[config.mk]
export PLATFORM = sky130hd
export DESIGN_NAME = multiply
export DESIGN_NICKNAME = d
export VERILOG_FILES = /design/src/rtl/multiply.sv
export SDC_FILE = /design/constraint.sdc
export NUM_CORES = 1
export LEC_CHECK = 0
export BUFFER_PORTS_ARGS = -buffer_cell sky130_fd_sc_hd__buf_2
export CAP_MARGIN = 20
export CELL_PAD_IN_SITES_DETAIL_PLACEMENT = 0
export CELL_PAD_IN_SITES_GLOBAL_PLACEMENT = 1
export CORE_UTILIZATION = 50
export DETAILED_ROUTE_END_ITERATION = 10
export PLACE_DENSITY_LB_ADDON = 0.2
export RECOVER_POWER = 25
export SYNTH_ARGS = -nofsm -noshare
export SYNTH_HDL_FRONTEND = slang
export SYNTH_SLANG_ARGS = --single-unit
[constraint.sdc]
create_clock -name clk -period 9.27 [get_ports clk]
set_clock_uncertainty 0.05 [all_clocks]
set_input_delay 0.4635 -clock clk [delete_from_list [all_inputs] [get_ports clk]]
set_output_delay 0.4635 -clock clk [all_outputs]
set_load 0.02 [all_outputs]
[src/rtl/multiply.sv]
// Iterative signed WIDTH x WIDTH multiplier: shift-and-add on operand magnitudes, one bit per clock.
// Define MULT_EARLY_TERM_EN to finish as soon as the remaining multiplier bits are all zero.
module multiply #(
  parameter int WIDTH = 32
) (
  input  logic                 clk,
  input  logic                 resetn,
  input  logic                 mult_begin,
  input  logic [WIDTH-1:0]     mult_op1,
  input  logic [WIDTH-1:0]     mult_op2,
  output logic [2*WIDTH-1:0]   product,
  output logic                 mult_end
);

  localparam logic [1:0] ST_IDLE = 2'd0;
  localparam logic [1:0] ST_BUSY = 2'd1;
  localparam logic [1:0] ST_DONE = 2'd2;

  localparam int CW = (WIDTH > 2) ? $clog2(WIDTH) : 1;
  localparam logic [CW-1:0] LAST_CNT = CW'(WIDTH - 1);

  logic [1:0]           state_q,   state_d;
  logic [2*WIDTH-1:0]   mcand_q,   mcand_d;
  logic [WIDTH-1:0]     mplier_q,  mplier_d;
  logic [2*WIDTH-1:0]   acc_q,     acc_d;
  logic [CW-1:0]        cnt_q,     cnt_d;
  logic                 sign_q,    sign_d;
  logic [2*WIDTH-1:0]   product_q, product_d;
  logic                 end_q,     end_d;

  logic [WIDTH-1:0]     op1_mag, op2_mag;
  logic [2*WIDTH-1:0]   acc_sum;
  logic [WIDTH-1:0]     mplier_shift;
  logic                 busy_last;

  // The most negative operand negates to itself; read as unsigned it is the correct magnitude.
  assign op1_mag      = mult_op1[WIDTH-1] ? -mult_op1 : mult_op1;
  assign op2_mag      = mult_op2[WIDTH-1] ? -mult_op2 : mult_op2;
  assign acc_sum      = mplier_q[0] ? acc_q + mcand_q : acc_q;
  assign mplier_shift = mplier_q >> 1;

`ifdef MULT_EARLY_TERM_EN
  assign busy_last = (cnt_q == LAST_CNT) || (mplier_shift == '0);
`else
  assign busy_last = (cnt_q == LAST_CNT);
`endif

  always_comb begin
    // NOTE: every next-state signal is defaulted to its register first, so no path leaves one unassigned (no latches).
    state_d   = state_q;
    mcand_d   = mcand_q;
    mplier_d  = mplier_q;
    acc_d     = acc_q;
    cnt_d     = cnt_q;
    sign_d    = sign_q;
    product_d = product_q;
    end_d     = end_q;

    case (state_q)
      ST_IDLE: begin
        if (mult_begin) begin
          mcand_d  = {{WIDTH{1'b0}}, op1_mag};
          mplier_d = op2_mag;
          sign_d   = mult_op1[WIDTH-1] ^ mult_op2[WIDTH-1];
          acc_d    = '0;
          cnt_d    = '0;
          state_d  = ST_BUSY;
        end
      end
      ST_BUSY: begin
        if (!mult_begin) begin
          state_d = ST_IDLE;
        end else begin
          acc_d    = acc_sum;
          mcand_d  = mcand_q << 1;
          mplier_d = mplier_shift;
          cnt_d    = cnt_q + CW'(1);
          if (busy_last) begin
            product_d = sign_q ? -acc_sum : acc_sum;
            end_d     = 1'b1;
            state_d   = ST_DONE;
          end
        end
      end
      ST_DONE: begin
        if (!mult_begin) begin
          end_d   = 1'b0;
          state_d = ST_IDLE;
        end
      end
      default: begin
        end_d   = 1'b0;
        state_d = ST_IDLE;
      end
    endcase
  end

  // NOTE: sequential state uses non-blocking assignments so all registers update together at the edge.
  always_ff @(posedge clk or negedge resetn) begin
    if (!resetn) begin
      state_q   <= ST_IDLE;
      mcand_q   <= '0;
      mplier_q  <= '0;
      acc_q     <= '0;
      cnt_q     <= '0;
      sign_q    <= 1'b0;
      product_q <= '0;
      end_q     <= 1'b0;
    end else begin
      state_q   <= state_d;
      mcand_q   <= mcand_d;
      mplier_q  <= mplier_d;
      acc_q     <= acc_d;
      cnt_q     <= cnt_d;
      sign_q    <= sign_d;
      product_q <= product_d;
      end_q     <= end_d;
    end
  end

  assign product  = product_q;
  assign mult_end = end_q;

endmodule

==> impl_results.md, run 1 <==
* Reg power frac at 35.6%
* CP top delay family: simple AND/OR/NAND/NOR gates
* Crit path capture: product[57]
* Congestion Overflow GR at 0
* Num CTS Buffers at 28
* Syn nets at 2289
* Worst setup path category: reg2reg
* Top routing layer in use: met4
* Leak at 8.28 nW
* CP arrival at 5550 ps
* Final #Nets at 2329
* Synth area leaders: dfrtp_1 (33%), nand2_1 (6.8%), o21ai_0 (6.4%)
* Comb pwr share at 30.6%
* Crit path cell chain: ha_1, a21oi_2, nand2_1, nor3_1, a21oi_1, nor3_1, nor2b_1, nand2_1, nor4b_4, nand3_2, o41ai_2, xnor2_1, o21ai_1
* Sequential-to-total area share from yosys stat at 33.1%
* Peak VDD IR at 0.146 mV
* Routed Antenna Nets at 0
* Buffers inserted by post-CTS timing repair at 0
* HP Class: in2reg
* Worst Max-Slew Pin Slew at 1030 ps
* Cells after Synth at 2153
* Main synth FF type: dfrtp_1
* H-Tree Depth at 1
* Die span in y at 190 um
* Tmin final at 5170 ps
* CTS tree: done
* Met1 WL at 25100 um
* Max Freq at 193 MHz
* Finished Cell Area at 19300 sq um
* R2R depth at 13
* Slowest cell on the critical path: nor3_1
* Die area at 36000 sq um
* Final Hold Fails at 0
* Initial drt markers at 1549
* FF-to-FF Start: mcand_q[9]
* WP buf/inv at 0
* CTS max path bufs at 3
* Initial Util at 50.8%
* Layout cells sized above 1 at 12.4%
* DR vias at 16800
* Internal power at 2.05 mW
* Max Transition Viols Final at 0
* Cell area power density at 169 nW/um^2
* Final WL at 55800 um
* Met2 WL at 25800 um
* Ys async rst share at 100%
* Layout area overhead at 9.84%
* Largest net degree at the start of global routing at 121
* Area leader, netlist: dfrtp_1
* CP Launch Type: register
* RSZ-0062 raised after global routing: false
* Detailed Place HPWL at 41200 um
* Critical path's largest stage delay at 780 ps
* Mapped Area at 17600 sq um
* Ports at 132
* # setup viols final at 0
* Synth Register Bits at 233
* Switching power at 1.21 mW
* Synth Area per Inst at 8.17 sq um
* Tcrit/Tclk final at 55.8%
* Min Hold Slack at 150 ps
* Sink Count at 233
* RR Endpoint: product[57]
* Diode count at 0
* Core Area at 34600 sq um
* Setup TNS at 0 ps
* Routed length per instance at 20.9 um
* Max-Slew Margin vs Limit at 31.0%
* Met3 Routed Length at 3230 um
* Die Width at 190 um
* Clock transition at the registers of the reported paths at 60 ps
* Sw frac at 37.0%
* GPL Wtd Cong at 0.983
* DR pass1 iterations at 8
* First-pass GRT wire length at 88500 um
* CP Depth at 13
* Status: completed
* Worst Path Max Fanout at 13
* Synth warn at 0
* Cell Rows at 68
* Crit end category: register
* Final Worst Setup Slack at 4100 ps
* Vias in the first global route at 15900
* Worst reg-to-reg setup slack at 4100 ps
* Post-synth EDFFs at 0
* Via/cell ratio at 6.29
* Clock share of power at 33.8%
* Global-route total usage across every layer at 31.0%
* Fin util at 55.8%
* Area after DPL at 18400 sq um
* CP required at 9650 ps
* Synth top area share at 33.1%
* Unique masters post-synth at 105
* CTS root buf: clkbuf_16
* Crit path from: mcand_q[9]
* Initial antenna violation count at 0
* Clock Latency Late Sink at 580 ps
* Pre-CTS setup slack at 4220 ps
* DR DRC count at 0
* IO buf count at 131
* Max Cap Viol at 0
## cells in the mapped netlist, types with 43 or more instances
cell	n
a22o_1	54
nand2_1	319
xnor2_1	68
a21oi_1	167
clkbuf_1	85
o21ai_1	43
o21ai_0	224
nor2_1	147
ha_1	68
dfrtp_1	233
nand3_1	48
xor2_1	69
## layout make-up
cell class | instances | area (sq um)
Inverter | 29 | 109
Timing Repair Buffer | 147 | 783
Clock inverter | 12 | 130
Tap cell | 455 | 569
Multi-Input combinational cell | 1754 | 11100
Fill cell | 3283 | 15300
Clock buffer | 40 | 796
Sequential cell | 233 | 5840
## sequential cells by signal, summed over array words and instances (netlist names)
register  count
acc_q        64
cnt_q         5
mcand_q      64
mplier_q     32
mult_end      1
product      64
sign_q        1
state_q       2
## worst reg2reg max path: cells and delay by family (launching register included)
family                     cells  cell delay (ps)
AOI/OAI and AO/OA              4             1080
xor gates and xnor gates       1              160
adders and majority gates      1              470
DFF                            1              420
and+or+nand+nor                7             2880
## worst min-delay path by stage
stage | from | endpoint | slack (ps) | cells after the start
detailed placement | product[33] | product[33] | 420 | 2
CTS | mult_op2[30] | mplier_q[31] | 130 | 3
finish | mult_op2[30] | mplier_q[31] | 150 | 3
global placement | product[32] | product[32] | 410 | 2
floorplan | resetn | acc_q[0] | 120 | 0
global route | mult_op2[30] | mplier_q[31] | 150 | 3
## metrics by stage
| step | instances | power, mW |
|---|---|---|
| finish | 2670 | 3.26 |
| global route | 2670 | 3.42 |
| detailed placement | 2615 | 2.15 |
| global placement | 2615 | 2.14 |
| floorplan | 2153 | 1.86 |
| CTS | 2668 | 3.26 |
## cells in the final DEF, fill, tap and decap left out, drive strengths merged, types with 22 or more instances in the layout
| master | n |
|---|---|
| ha | 68 |
| nand2 | 319 |
| o21ai | 269 |
| nand4 | 43 |
| nor2 | 147 |
| nor2b | 26 |
| a22o | 54 |
| clkbuf | 54 |
| or3 | 29 |
| xor2 | 69 |
| o31ai | 40 |
| o211ai | 23 |
| nand3 | 49 |
| dfrtp | 233 |
| nor3 | 40 |
| mux2i | 22 |
| xnor2 | 68 |
| o21a | 24 |
| a21oi | 179 |
| buf | 132 |
| a31oi | 24 |
| inv | 30 |
## layer usage
metal / track usage [%] / up-vias
met5: 0 / -
met4: 10.3 / 0
met3: 3.01 / 115
met2: 51.0 / 606
met1: 42.7 / 8073
li1: - / 7994
## power groups by stage
| stage | Sequential [mW] | Clock (mW) | Combinational, mW |
|---|---|---|---|
| final | 1.16 | 1.10 | 0.997 |
| after detailed placement | 1.18 | 0 | 0.976 |
| after floorplan | 1.14 | 0 | 0.722 |
| after global placement | 1.17 | 0 | 0.967 |
| after CTS | 1.16 | 1.12 | 0.981 |
| after global routing | 1.17 | 1.16 | 1.08 |
## repair_timing
item	4_1_cts	5_1_grt
endpoints found under the setup margin	0	0
hold endpoints to repair	1	0
hold buffers	1	0
gates resized for setup	0	0
## kinds of logic after synthesis
| group | Yosys count | share of synthesized area [%] |
|---|---|---|
| AO/OA/AOI/OAI | 767 | 28.9 |
| XOR/XNOR | 137 | 6.82 |
| adder cells (fa/ha/maj) | 69 | 4.95 |
| buffers and inverters | 166 | 3.88 |
| flip-flops | 233 | 33.1 |
| multiplexers | 26 | 1.58 |
| AND/OR/NAND/NOR | 755 | 20.8 |
(Power assumes the default switching activity.)
==> run 2: changes to the inputs <==
CORE_UTILIZATION = 47   (was 50)
clock period = 4.95 ns   (was 9.27 ns; I/O delays follow)
==> run 2 against run 1 <==
Compared with the run above:
- the run now ends with max-capacitance violations, max-slew violations left
- critical path depth did not move
- cell count rose by 2.2%
- non-clock buffer count rose by 47
- hold slack got worse by 130 ps
- cell area rose by 2.2%
- largest cell class unchanged
==> impl_results.md, run 2 (synthesis gave the netlist of run 1 again) <==
* Status: complete, but fails checks
* Violated checks: max-capacitance violations, max-slew violations
* Initial Util at 48.0%
* Tcrit/Tclk final at 94.0%
* DR pass1 iterations at 5
* Final WL at 58700 um
* Initial antenna violation count at 1
* Max-Slew Margin vs Limit at -83.7%
* FF-to-FF Start: mcand_q[9]
* Hold Path Cell Cnt at 4
* Register area at 5840 sq um
* Worst Max-Slew Pin Slew at 2750 ps
* Max Transition Viols Final at 102
* Finished Cell Area at 19800 sq um
* CTS root buf: clkbuf_16
* Clock Latency Late Sink at 590 ps
* DR DRC count at 0
* CTS tree: done
* Num CTS Buffers at 29
* FILL cells at 3528
* HP Class: in2reg
* Area after DPL at 18700 sq um
* Final Hold Fails at 0
* Origin of the worst min-delay path: mult_op2[13]
* Fin util at 53.8%
* Commonest non-fill, non-tap cells in the layout: nand2_1 (318), dfrtp_1 (230), o21ai_0 (224)
* Die area at 38200 sq um
* Sink Count at 233
* Worst Path Max Fanout at 10
* Cell Rows at 70
* # setup viols final at 0
* Leak at 8.45 nW
* Vias in the first global route at 16200
* Core Area at 36700 sq um
* Die span in y at 196 um
* Max Freq at 215 MHz
* Layout cells sized above 1 at 13.2%
* Global-route total usage across every layer at 30.6%
* Initial drt markers at 1362
* Worst setup path category: reg2reg
* Max Cap Viol at 1
* Worst reg-to-reg setup slack at 290 ps
* Crit end category: register
* Die Width at 196 um
* H-Tree Depth at 1
* Routed length per instance at 21.5 um
* Hold Path Sink: mplier_q[13]
* Cell area power density at 320 nW/um^2
* Tmin final at 4660 ps
* Clock transition at the registers of the reported paths at 70 ps
* Peak VDD IR at 0.254 mV
* GPL Wtd Cong at 0.974
* Routed Antenna Nets at 0
* Multi-input logic area at 11100 sq um
* Layout area overhead at 12.3%
* CTS max path bufs at 3
* Congestion Overflow GR at 0
* Detailed Place HPWL at 44000 um
* Final #Nets at 2377
* RSZ-0062 raised after global routing: false
* First-pass GRT wire length at 92300 um
* Via/cell ratio at 6.18
* Setup TNS at 0 ps
* RR Endpoint: product[63]
* Most common cell after layout, fill and taps aside: nand2_1
* CP Launch Type: register
* IO buf count at 131
* Largest net degree at the start of global routing at 103
* CP required at 5360 ps
* CP arrival at 5060 ps
* R2R depth at 13
* DR vias at 16900
* Ports at 132
==> run 2: changes by cell type in the layout (fill, tap and decap cells not counted), sizes merged <==
cell,delta
buf,+23
clkinv,+1
bufinv,+2
clkbuf,+18
dlygate4sd3,+5
clkinvlp,-5
diode,+1
==> run 2: what timing repair did <==
item                                   in CTS  in global routing
setup endpoints to repair                   0                 19
resized for setup                           0                  3
endpoints found under the hold margin     105                  0
setup buffers                               0                  0
hold buffers                                6                  0
==> run 2: cell type report <==
type / count / share of cell area (%)
Timing Repair Buffer: 194 / 5.71
Antenna cell: 1 / 0.0127
Sequential cell: 233 / 29.6
Inverter: 29 / 0.551
Clock buffer: 39 / 4.17
Tap cell: 468 / 2.96
Clock inverter: 10 / 0.728
Multi-Input combinational cell: 1754 / 56.3
==> run 2: through the flow <==
| step | hold slack (ps) | power, mW | setup slack (ps) | instances |
|---|---|---|---|---|
| finish | 19.4 | 6.31 | 295 | 2728 |
| global route | 55.1 | 6.60 | 14.8 | 2727 |
| CTS | 5.84 | 6.32 | 69.8 | 2726 |
| detailed placement | 322 | 4.11 | 80.2 | 2671 |
| global placement | 318 | 4.10 | 65.0 | 2671 |
| floorplan | -98.1 | 3.49 | 992 | 2153 |
==> run 2: worst max-delay path by stage <==
stage / from / end / slack (ps) / cells past startpoint
floorplan: mcand_q[0] / product[60] / 990 / 16
global placement: mcand_q[9] / product[59] / 70 / 13
detailed placement: mcand_q[9] / product[59] / 80 / 13
CTS: mcand_q[9] / product[59] / 70 / 13
global route: acc_q[0] / product[63] / 10 / 17
finish: mcand_q[9] / product[63] / 290 / 13
==> run 2: report_power, final <==
| group | internal, mW | total [mW] | switching [mW] |
|---|---|---|---|
| clock network | 1.31 | 2.19 | 0.872 |
| registers | 2.03 | 2.18 | 0.144 |
| logic | 0.684 | 1.95 | 1.26 |
==> run 2: metal layers <==
metal	vias up	GRT usage (%)	share of wire (%)
met5	-	0	0
met4	0	12.2	4.0
met3	107	3.85	4.9
met2	533	49.9	47
met1	8143	41.1	44
li1	8078	-	-
==> run 2: worst max-delay path, cell delays in order, from the launching register on <==
cell and delay (ps):
dfrtp_1 400, ha_1 470, a21oi_2 290, nand2_1 100, nor3_1 530, a21oi_1 370, o21ai_0 490, a311oi_1 200
a311oi_1 420, a31oi_1 200, nand2b_1 370, nor4_1 380, or3_1 170, o211ai_1 90
